`config.mk`:
```
export PLATFORM = sky130hd
export DESIGN_NAME = rv32i_exec_stage
export DESIGN_NICKNAME = d
export VERILOG_FILES = /design/src/rtl/rv32i_exec_stage.sv
export SDC_FILE = /design/constraint.sdc
export NUM_CORES = 1
export LEC_CHECK = 0
export CAP_MARGIN = 10
export CELL_PAD_IN_SITES_DETAIL_PLACEMENT = 1
export CELL_PAD_IN_SITES_GLOBAL_PLACEMENT = 1
export CORE_MARGIN = 10
export CORE_UTILIZATION = 31
export CTS_BUF_LIST = sky130_fd_sc_hd__clkbuf_4
export CTS_CLUSTER_DIAMETER = 60
export DETAILED_ROUTE_END_ITERATION = 12
export PLACE_DENSITY = 0.95
export SLEW_MARGIN = 40
export SYNTH_ARGS = -nofsm -noshare
export SYNTH_HDL_FRONTEND = slang
export SYNTH_SLANG_ARGS = --single-unit
```
`constraint.sdc`:
```
create_clock -name clk_i -period 5.5 [get_ports clk_i]
set_clock_uncertainty 0.2 [all_clocks]
set_input_delay 0.55 -clock clk_i [delete_from_list [all_inputs] [get_ports clk_i]]
set_output_delay 0.55 -clock clk_i [all_outputs]
set_load 0.005 [all_outputs]
```
`src/rtl/rv32i_exec_stage.sv`:
```
// RV32I execute stage: decodes fields, drives an external ALU, resolves branches/jumps,
// and registers the outcome in a single-entry valid/ready output stage.
module rv32i_exec_stage #(
    parameter int unsigned XLEN = 32
) (
    input  logic            clk_i,
    input  logic            rst_n_i,
    input  logic            valid_i,
    output logic            ready_o,
    input  logic [XLEN-1:0] pc_i,
    input  logic [6:0]      opcode_i,
    input  logic [2:0]      funct3_i,
    input  logic            funct7b5_i,
    input  logic [XLEN-1:0] rs1_data_i,
    input  logic [XLEN-1:0] rs2_data_i,
    input  logic [XLEN-1:0] imm_i,
    input  logic [4:0]      rd_i,
    output logic [9:0]      alu_operation_o,
    output logic [XLEN-1:0] alu_operand1_o,
    output logic [XLEN-1:0] alu_operand2_o,
    input  logic [XLEN-1:0] alu_result_i,
    input  logic            alu_equal_i,
    input  logic            alu_less_i,
    input  logic            alu_less_signed_i,
    input  logic            flush_i,
    output logic            valid_o,
    input  logic            ready_i,
    output logic [XLEN-1:0] result_o,
    output logic [4:0]      rd_o,
    output logic            rd_we_o,
    output logic            branch_taken_o,
    output logic [XLEN-1:0] branch_target_o,
    output logic            illegal_o
);

    typedef enum logic [6:0] {
        OPC_OP     = 7'b0110011,
        OPC_OP_IMM = 7'b0010011,
        OPC_LUI    = 7'b0110111,
        OPC_AUIPC  = 7'b0010111,
        OPC_JAL    = 7'b1101111,
        OPC_JALR   = 7'b1100111,
        OPC_BRANCH = 7'b1100011
    } opcode_e;

    typedef enum logic [9:0] {
        ALU_NONE = 10'h000,
        ALU_ADD  = 10'h001,
        ALU_SUB  = 10'h002,
        ALU_SLT  = 10'h004,
        ALU_SLTU = 10'h008,
        ALU_AND  = 10'h010,
        ALU_OR   = 10'h020,
        ALU_XOR  = 10'h040,
        ALU_SLL  = 10'h080,
        ALU_SRL  = 10'h100,
        ALU_SRA  = 10'h200
    } alu_op_e;

    function automatic alu_op_e arith_op(input logic [2:0] f3, input logic sub_alt, input logic sra_alt);
        unique case (f3)
            3'b000:  arith_op = sub_alt ? ALU_SUB : ALU_ADD;
            3'b001:  arith_op = ALU_SLL;
            3'b010:  arith_op = ALU_SLT;
            3'b011:  arith_op = ALU_SLTU;
            3'b100:  arith_op = ALU_XOR;
            3'b101:  arith_op = sra_alt ? ALU_SRA : ALU_SRL;
            3'b110:  arith_op = ALU_OR;
            default: arith_op = ALU_AND;
        endcase
    endfunction

    alu_op_e         alu_op;
    logic [XLEN-1:0] op1, op2;
    logic [XLEN-1:0] pc_plus_imm, pc_plus_4;
    logic [XLEN-1:0] n_result, n_target;
    logic            n_we, n_taken, n_illegal;
    logic            accept;

    assign pc_plus_imm = pc_i + imm_i;
    assign pc_plus_4   = pc_i + XLEN'(4);

    always_comb begin
        alu_op    = ALU_NONE;
        op1       = rs1_data_i;
        op2       = rs2_data_i;
        n_result  = '0;
        n_target  = '0;
        n_we      = 1'b0;
        n_taken   = 1'b0;
        n_illegal = 1'b0;
        case (opcode_i)
            OPC_OP: begin
                alu_op   = arith_op(funct3_i, funct7b5_i, funct7b5_i);
                n_result = alu_result_i;
                n_we     = 1'b1;
            end
            OPC_OP_IMM: begin
                op2      = imm_i;
                alu_op   = arith_op(funct3_i, 1'b0, funct7b5_i);
                n_result = alu_result_i;
                n_we     = 1'b1;
            end
            OPC_LUI: begin
                op1      = '0;
                op2      = imm_i;
                alu_op   = ALU_ADD;
                n_result = alu_result_i;
                n_we     = 1'b1;
            end
            OPC_AUIPC: begin
                op1      = pc_i;
                op2      = imm_i;
                alu_op   = ALU_ADD;
                n_result = alu_result_i;
                n_we     = 1'b1;
            end
            OPC_JAL: begin
                n_result = pc_plus_4;
                n_target = pc_plus_imm;
                n_taken  = 1'b1;
                n_we     = 1'b1;
            end
            OPC_JALR: begin
                op2      = imm_i;
                alu_op   = ALU_ADD;
                n_result = pc_plus_4;
                n_target = alu_result_i & {{(XLEN-1){1'b1}}, 1'b0};
                n_taken  = 1'b1;
                n_we     = 1'b1;
            end
            OPC_BRANCH: begin
                alu_op   = ALU_SUB;
                n_target = pc_plus_imm;
                case (funct3_i)
                    3'b000:  n_taken = alu_equal_i;
                    3'b001:  n_taken = !alu_equal_i;
                    3'b100:  n_taken = alu_less_signed_i;
                    3'b101:  n_taken = !alu_less_signed_i;
                    3'b110:  n_taken = alu_less_i;
                    3'b111:  n_taken = !alu_less_i;
                    default: n_illegal = 1'b1;
                endcase
            end
            default: n_illegal = 1'b1;
        endcase
        // Illegal encodings squash every side effect, including the ALU request.
        if (n_illegal) begin
            alu_op   = ALU_NONE;
            n_result = '0;
            n_target = '0;
            n_taken  = 1'b0;
            n_we     = 1'b0;
        end
        if (rd_i == 5'd0) begin
            n_we = 1'b0;
        end
    end

    assign alu_operation_o = alu_op;
    assign alu_operand1_o  = op1;
    assign alu_operand2_o  = op2;

    assign ready_o = !flush_i && (!valid_o || ready_i);
    assign accept  = valid_i && ready_o;

    always_ff @(posedge clk_i or negedge rst_n_i) begin
        if (!rst_n_i) begin
            valid_o         <= 1'b0;
            result_o        <= '0;
            rd_o            <= '0;
            rd_we_o         <= 1'b0;
            branch_taken_o  <= 1'b0;
            branch_target_o <= '0;
            illegal_o       <= 1'b0;
        end else if (flush_i) begin
            valid_o <= 1'b0;
        end else if (accept) begin
            valid_o         <= 1'b1;
            result_o        <= n_result;
            rd_o            <= rd_i;
            rd_we_o         <= n_we;
            branch_taken_o  <= n_taken;
            branch_target_o <= n_target;
            illegal_o       <= n_illegal;
        end else if (ready_i) begin
            valid_o <= 1'b0;
        end
    end

endmodule
```
---- Word-level counts from Yosys, hierarchy flattened ----
Index checks and enable logic that the tools add are counted.
word-level totals
  register bits ........................... 73
  bits of input ports ..................... 184
  output and inout port bits .............. 148
  word-level logic and storage cells ...... 66
cells by class
  add/sub/neg operators ................... 2
  equality and inequality tests ........... 14
  mux-type cells .......................... 23
  bitwise logic cells ..................... 1
  reductions and logical operators ........ 19
operator list
  cell                   count
  $pmux 32 s2            3
  $pmux 10 s7            2
  $mux 32                3
  $pmux 10 s4            1
  $add 32x3->32 const B  1
  $add 32x32->32         1
  $eq 7x7->1 const B     3
  $mux 10                2
  $eq 7x5->1 const B     2
  $eq 7x6->1 const B     2
  $eq 3x3->1 const B     4
  $reduce_or 6->1        2
  $mux 1                 8
  $reduce_or 4->1        2
  $eq 3x2->1 const B     2
  $pmux 1 s6             1
  $logic_not 1->1        5
  $logic_not 5->1        1
  $pmux 1 s2             2
  $reduce_or 2->1        2
  $eq 3x1->1 const B     1
  $logic_not 3->1        1
  $reduce_bool 3->1      1
  $reduce_or 3->1        1
  other kinds (5)        6

---- Depth between registers and ports, before layout ----
  depth in word-level cells ............... 6
  mapped depth ............................ 11
  gate-level depth less buffers ........... 11

---- Worst setup path before layout ----
No wires, ideal clock.
  path type ............................... input to output
  start point ............................. input opcode_i[3]
  end point ............................... output alu_operation_o[1]
  arrival ................................. 2094 ps
  data required time ...................... 4750 ps
  setup slack ............................. 2656 ps
  stages .................................. 6
  path buffers ............................ 1
  cells stage by stage .................... buf_6 or4b_4 or3_4 nor3_2 a41oi_1 a211oi_2
between the ends
  cells in the longest elaborated chain, start to end .. 4
  elaborated cells between the ends (all ways) .. 12
  classes of those cells .................. eq/ne: 7; mux: 3; reduce/logical: 2
ends and longest elaborated chain
  element                                                                     line  source
  from (decl)                                                                 11    input logic [6:0] opcode_i,
  $eq 7x5->1 (tied with other cells)                                          92    case (opcode_i)
  $reduce_or 6->1 (no source line) / $reduce_or 3->1 (equally long branches)  n/a
  $pmux 1 s2 / $pmux 10 s4 (equally long branches)                            92
  $mux 10 *                                                                   148   if (n_illegal) begin
  to (decl)                                                                   18    output logic [9:0] alu_operation_o,
Every way passes the cells marked *; elsewhere a longest branch is shown, timed or not.

---- Worst setup path after layout ----
  start point ............................. input opcode_i[5]
  end point ............................... output alu_operand2_o[12]
between the ends
  cells in the longest elaborated chain, start to end .. 3
  elaborated cells between the ends (all ways) .. 6
  classes of those cells .................. eq/ne: 4; mux: 1; reduce/logical: 1
ends and longest elaborated chain
  element                             line  source
  $eq 7x5->1 (tied with other cells)  92
  $reduce_or 4->1 (no source line) *  n/a
  $mux 32 *                           92
  to (decl)                           20    output logic [XLEN-1:0] alu_operand2_o,
Marked as above.

==> run metrics <==
H-tree Lvls=3; Layout Utilization=0.501; TritonCTS clock tree=yes; DIE HEIGHT=roughly 160 um; fraction of layout cells with a size suffix above 1=0.0719; fmax=between 200 and 250 MHz; Seq. cell area=between 0.0015 and 0.002 mm^2; Gate Count Post-Synth=roughly 810; mapped cell area=0.00642 mm^2; total CTS buffers=9; CTS clk-pin slew, worst paths=around 0.12 ns; number of synthesis warnings=0; core region area=slightly above 0.02 mm^2; first drt pass iteration count=5; clock buffer depth=2; #FFs+latches synth=73; CP Capture Type=output port; Buffers on Ports=about 330; max_slew headroom=0.526; Setup crit end=alu_operand2_o[12]; max-cap violations=0; vias per cell=around 5.4; Worst-Margin Slew=approximately 0.71 ns; clock sinks=73; DIE AREA=around 0.027 mm^2; Worst-Skew Late Latency=approximately 0.40 ns; Nets=about 1,300; clock root cell=clkbuf_4; vias in the first global route=8,326; Global Route Usage Sum=0.237; Reg2Reg Setup Slack=2.74 ns; largest net degree at the start of global routing=52; Worst IR Drop VDD=roughly 0.081 mV; ANT nets after route=0; status=completed; initial cell density of the core=0.317; vias=7,583; post_cts resized=0; crit-path max FO=25; Iteration-0 DRC Markers=approximately 470; placed inst area=between 0.009 and 0.01 mm^2; CP startpoint=opcode_i[5]; # IOs=332; Main synth FF type=dfrtp_1; leak pwr=4.20 nW; area delta synth->final=58.2%; Slew Limit Fails=0; DRC=0; Fin. Hold Viols=0; first-pass GRT wire length=a little under 50,000 um; Setup Viol. Count Final=0; CP Data Required Time=roughly 4.8 ns; antenna violations before repair=4; fin crit share=0.796; r2r endpoint=branch_target_o[16]$_DFFE_PN0P_; Routed WL=~33,000 um; row cnt=52; Die W=between 150 and 200 um; RSZ-0062 raised after global routing=false; total grt overflow=0; hold_ws=about 0.30 ns; kind of critical path=in2out; post-synthesis sequential area ratio=0.284; area occupied by multi-input gates=0.00439 mm^2; GP Congestion=approximately 0.93; number of synthesized flops with an enable pin=0; Reg2Reg Depth=8; fillcell total=2,442; Post-CTS Repair Setup Buffers=0; CP Data Arrival Time=about 3.6 ns; RR Startpoint=valid_o$_DFFE_PN0P_; setup TNS=0 ns; Netlist cell types=60; Worst setup SP type=input pin; worst hold path type=reg2reg; Synth Area per Inst=7.90 um^2; Final Instance Area=0.0102 mm^2; Post-synth ARST share=1.00; syn nets=between 1,000 and 1,500; min Tclk post-route=4.38 ns; hpwl dp=27,300 um; post-DR wirelength/cell=around 24 um; Post-CTS Hold Fix Bufs=1; P per Cell Area=between 150 and 200 mW/mm^2
worst min path at each step:
stage | end | startpoint | depth (start not counted)
3_5_place_dp | result_o[16]$_DFFE_PN0P_ | result_o[16]$_DFFE_PN0P_ | 2
4_1_cts | result_o[16]$_DFFE_PN0P_ | result_o[16]$_DFFE_PN0P_ | 2
3_3_place_gp | rd_o[4]$_DFFE_PN0P_ | rd_o[4]$_DFFE_PN0P_ | 2
2_1_floorplan | branch_taken_o$_DFFE_PN0P_ | rst_n_i | 0
6_report | result_o[16]$_DFFE_PN0P_ | result_o[16]$_DFFE_PN0P_ | 2
5_1_grt | illegal_o$_DFFE_PN0P_ | illegal_o$_DFFE_PN0P_ | 2
metal layers:
metal | wire length [um] | vias up | track usage | part of all wire
li1 | - | 3541 | - | -
met1 | 13400 | 3693 | 0.280 | 0.40
met4 | 822 | 0 | 0.0711 | 0.025
met5 | 0 | - | 0 | 0
met3 | 2740 | 40 | 0.0603 | 0.082
met2 | 16400 | 309 | 0.414 | 0.49
state kept, by name, indices dropped and copies added (netlist names):
name             count
rd_we_o              1
rd_o                 5
illegal_o            1
valid_o              1
result_o            32
branch_target_o     32
branch_taken_o       1
final cells by class:
type / count / area share
Clock inverter: 7 / 0.00775
Clock buffer: 9 / 0.00665
Timing Repair Buffer: 343 / 0.335
Sequential cell: 73 / 0.180
Inverter: 14 / 0.00517
Multi-Input combinational cell: 681 / 0.432
Tap cell: 270 / 0.0332
Antenna cell: 4 / 0.000984
cells by family after synthesis:
kind of cell,after synthesis,synth area share
adder cells (fa/ha/maj),33,0.0654
AO/OA/AOI/OAI,237,0.236
AND/OR/NAND/NOR,318,0.238
buffers and inverters,59,0.0370
XOR/XNOR,59,0.0804
flip-flops,73,0.284
multiplexers,34,0.0590
cells in the final DEF, fill, tap and decap left out, drive strengths merged, types with 4 or more instances in the layout:
cell and instances:
nand4 8, mux2 31, a31oi 8, xor2 28, and3 18, o31ai 5
ha 32, nor2b 7, a221oi 25, nor3b 5, a21oi 53, nand2b 34
a21o 17, buf 12, o21ai 82, o22ai 5, diode 4, inv 16
clkdlybuf4s50 330, a211oi 6, a22oi 14, nand3 17, o21bai 4, nor2 87
nor3 12, clkbuf 9, nand2 113, and4 6, xnor2 31, dfrtp 73
where the power goes:
part	total, W	switching (W)	internal, W
registers	0.000597	0.0000222	0.000575
logic	0.000708	0.000336	0.000371
clock network	0.000371	0.000228	0.000142
total	0.00168	0.000587	0.00109
Yosys cell counts (2+ instances only):
library cell | count | area, um^2
o31ai_1 | 5 | 37.5
nor2_1 | 87 | 327
xor2_1 | 28 | 245
o22ai_1 | 5 | 31.3
a22oi_1 | 14 | 105
and4_1 | 6 | 52.6
o21ai_0 | 79 | 395
a211oi_1 | 2 | 15.0
nor3_1 | 11 | 55.1
nor2b_1 | 7 | 43.8
mux2i_1 | 3 | 30.0
mux2_2 | 31 | 349
a21o_1 | 17 | 128
nand2_1 | 112 | 420
dfrtp_1 | 73 | 1830
a21oi_1 | 53 | 265
clkbuf_1 | 36 | 135
a31oi_1 | 8 | 50.1
a221o_1 | 2 | 20.0
nand2b_1 | 34 | 213
a211oi_2 | 4 | 50.1
nand4_1 | 8 | 50.1
xnor2_1 | 31 | 272
o211ai_1 | 3 | 22.5
a32oi_1 | 2 | 17.5
a22o_1 | 3 | 26.3
ha_1 | 32 | 400
a221oi_1 | 24 | 210
o21bai_1 | 3 | 22.5
and3_1 | 18 | 113
o21ai_1 | 3 | 15.0
inv_1 | 14 | 52.6
buf_2 | 7 | 35.0
nor3b_1 | 5 | 37.5
and2_1 | 2 | 12.5
nand3_1 | 17 | 85.1
through the flow:
step,setup slack (ns),total power [W],instances
3_5_place_dp,1.13,0.00131,1380
6_report,1.12,0.00168,1401
4_1_cts,1.11,0.00169,1397
2_1_floorplan,2.66,0.000891,813
5_1_grt,0.942,0.00177,1401
3_3_place_gp,1.33,0.00129,1380
critical path: stages:
cell	delay, ns
clkdlybuf4s50_1	0.84
nand2_1	0.15
or3_1	0.46
o21ai_1	0.30
o21ai_4	0.19
buf_4	0.30
mux2_2	0.28
clkdlybuf4s50_1	0.51
Power figures use the tool's default switching activity.
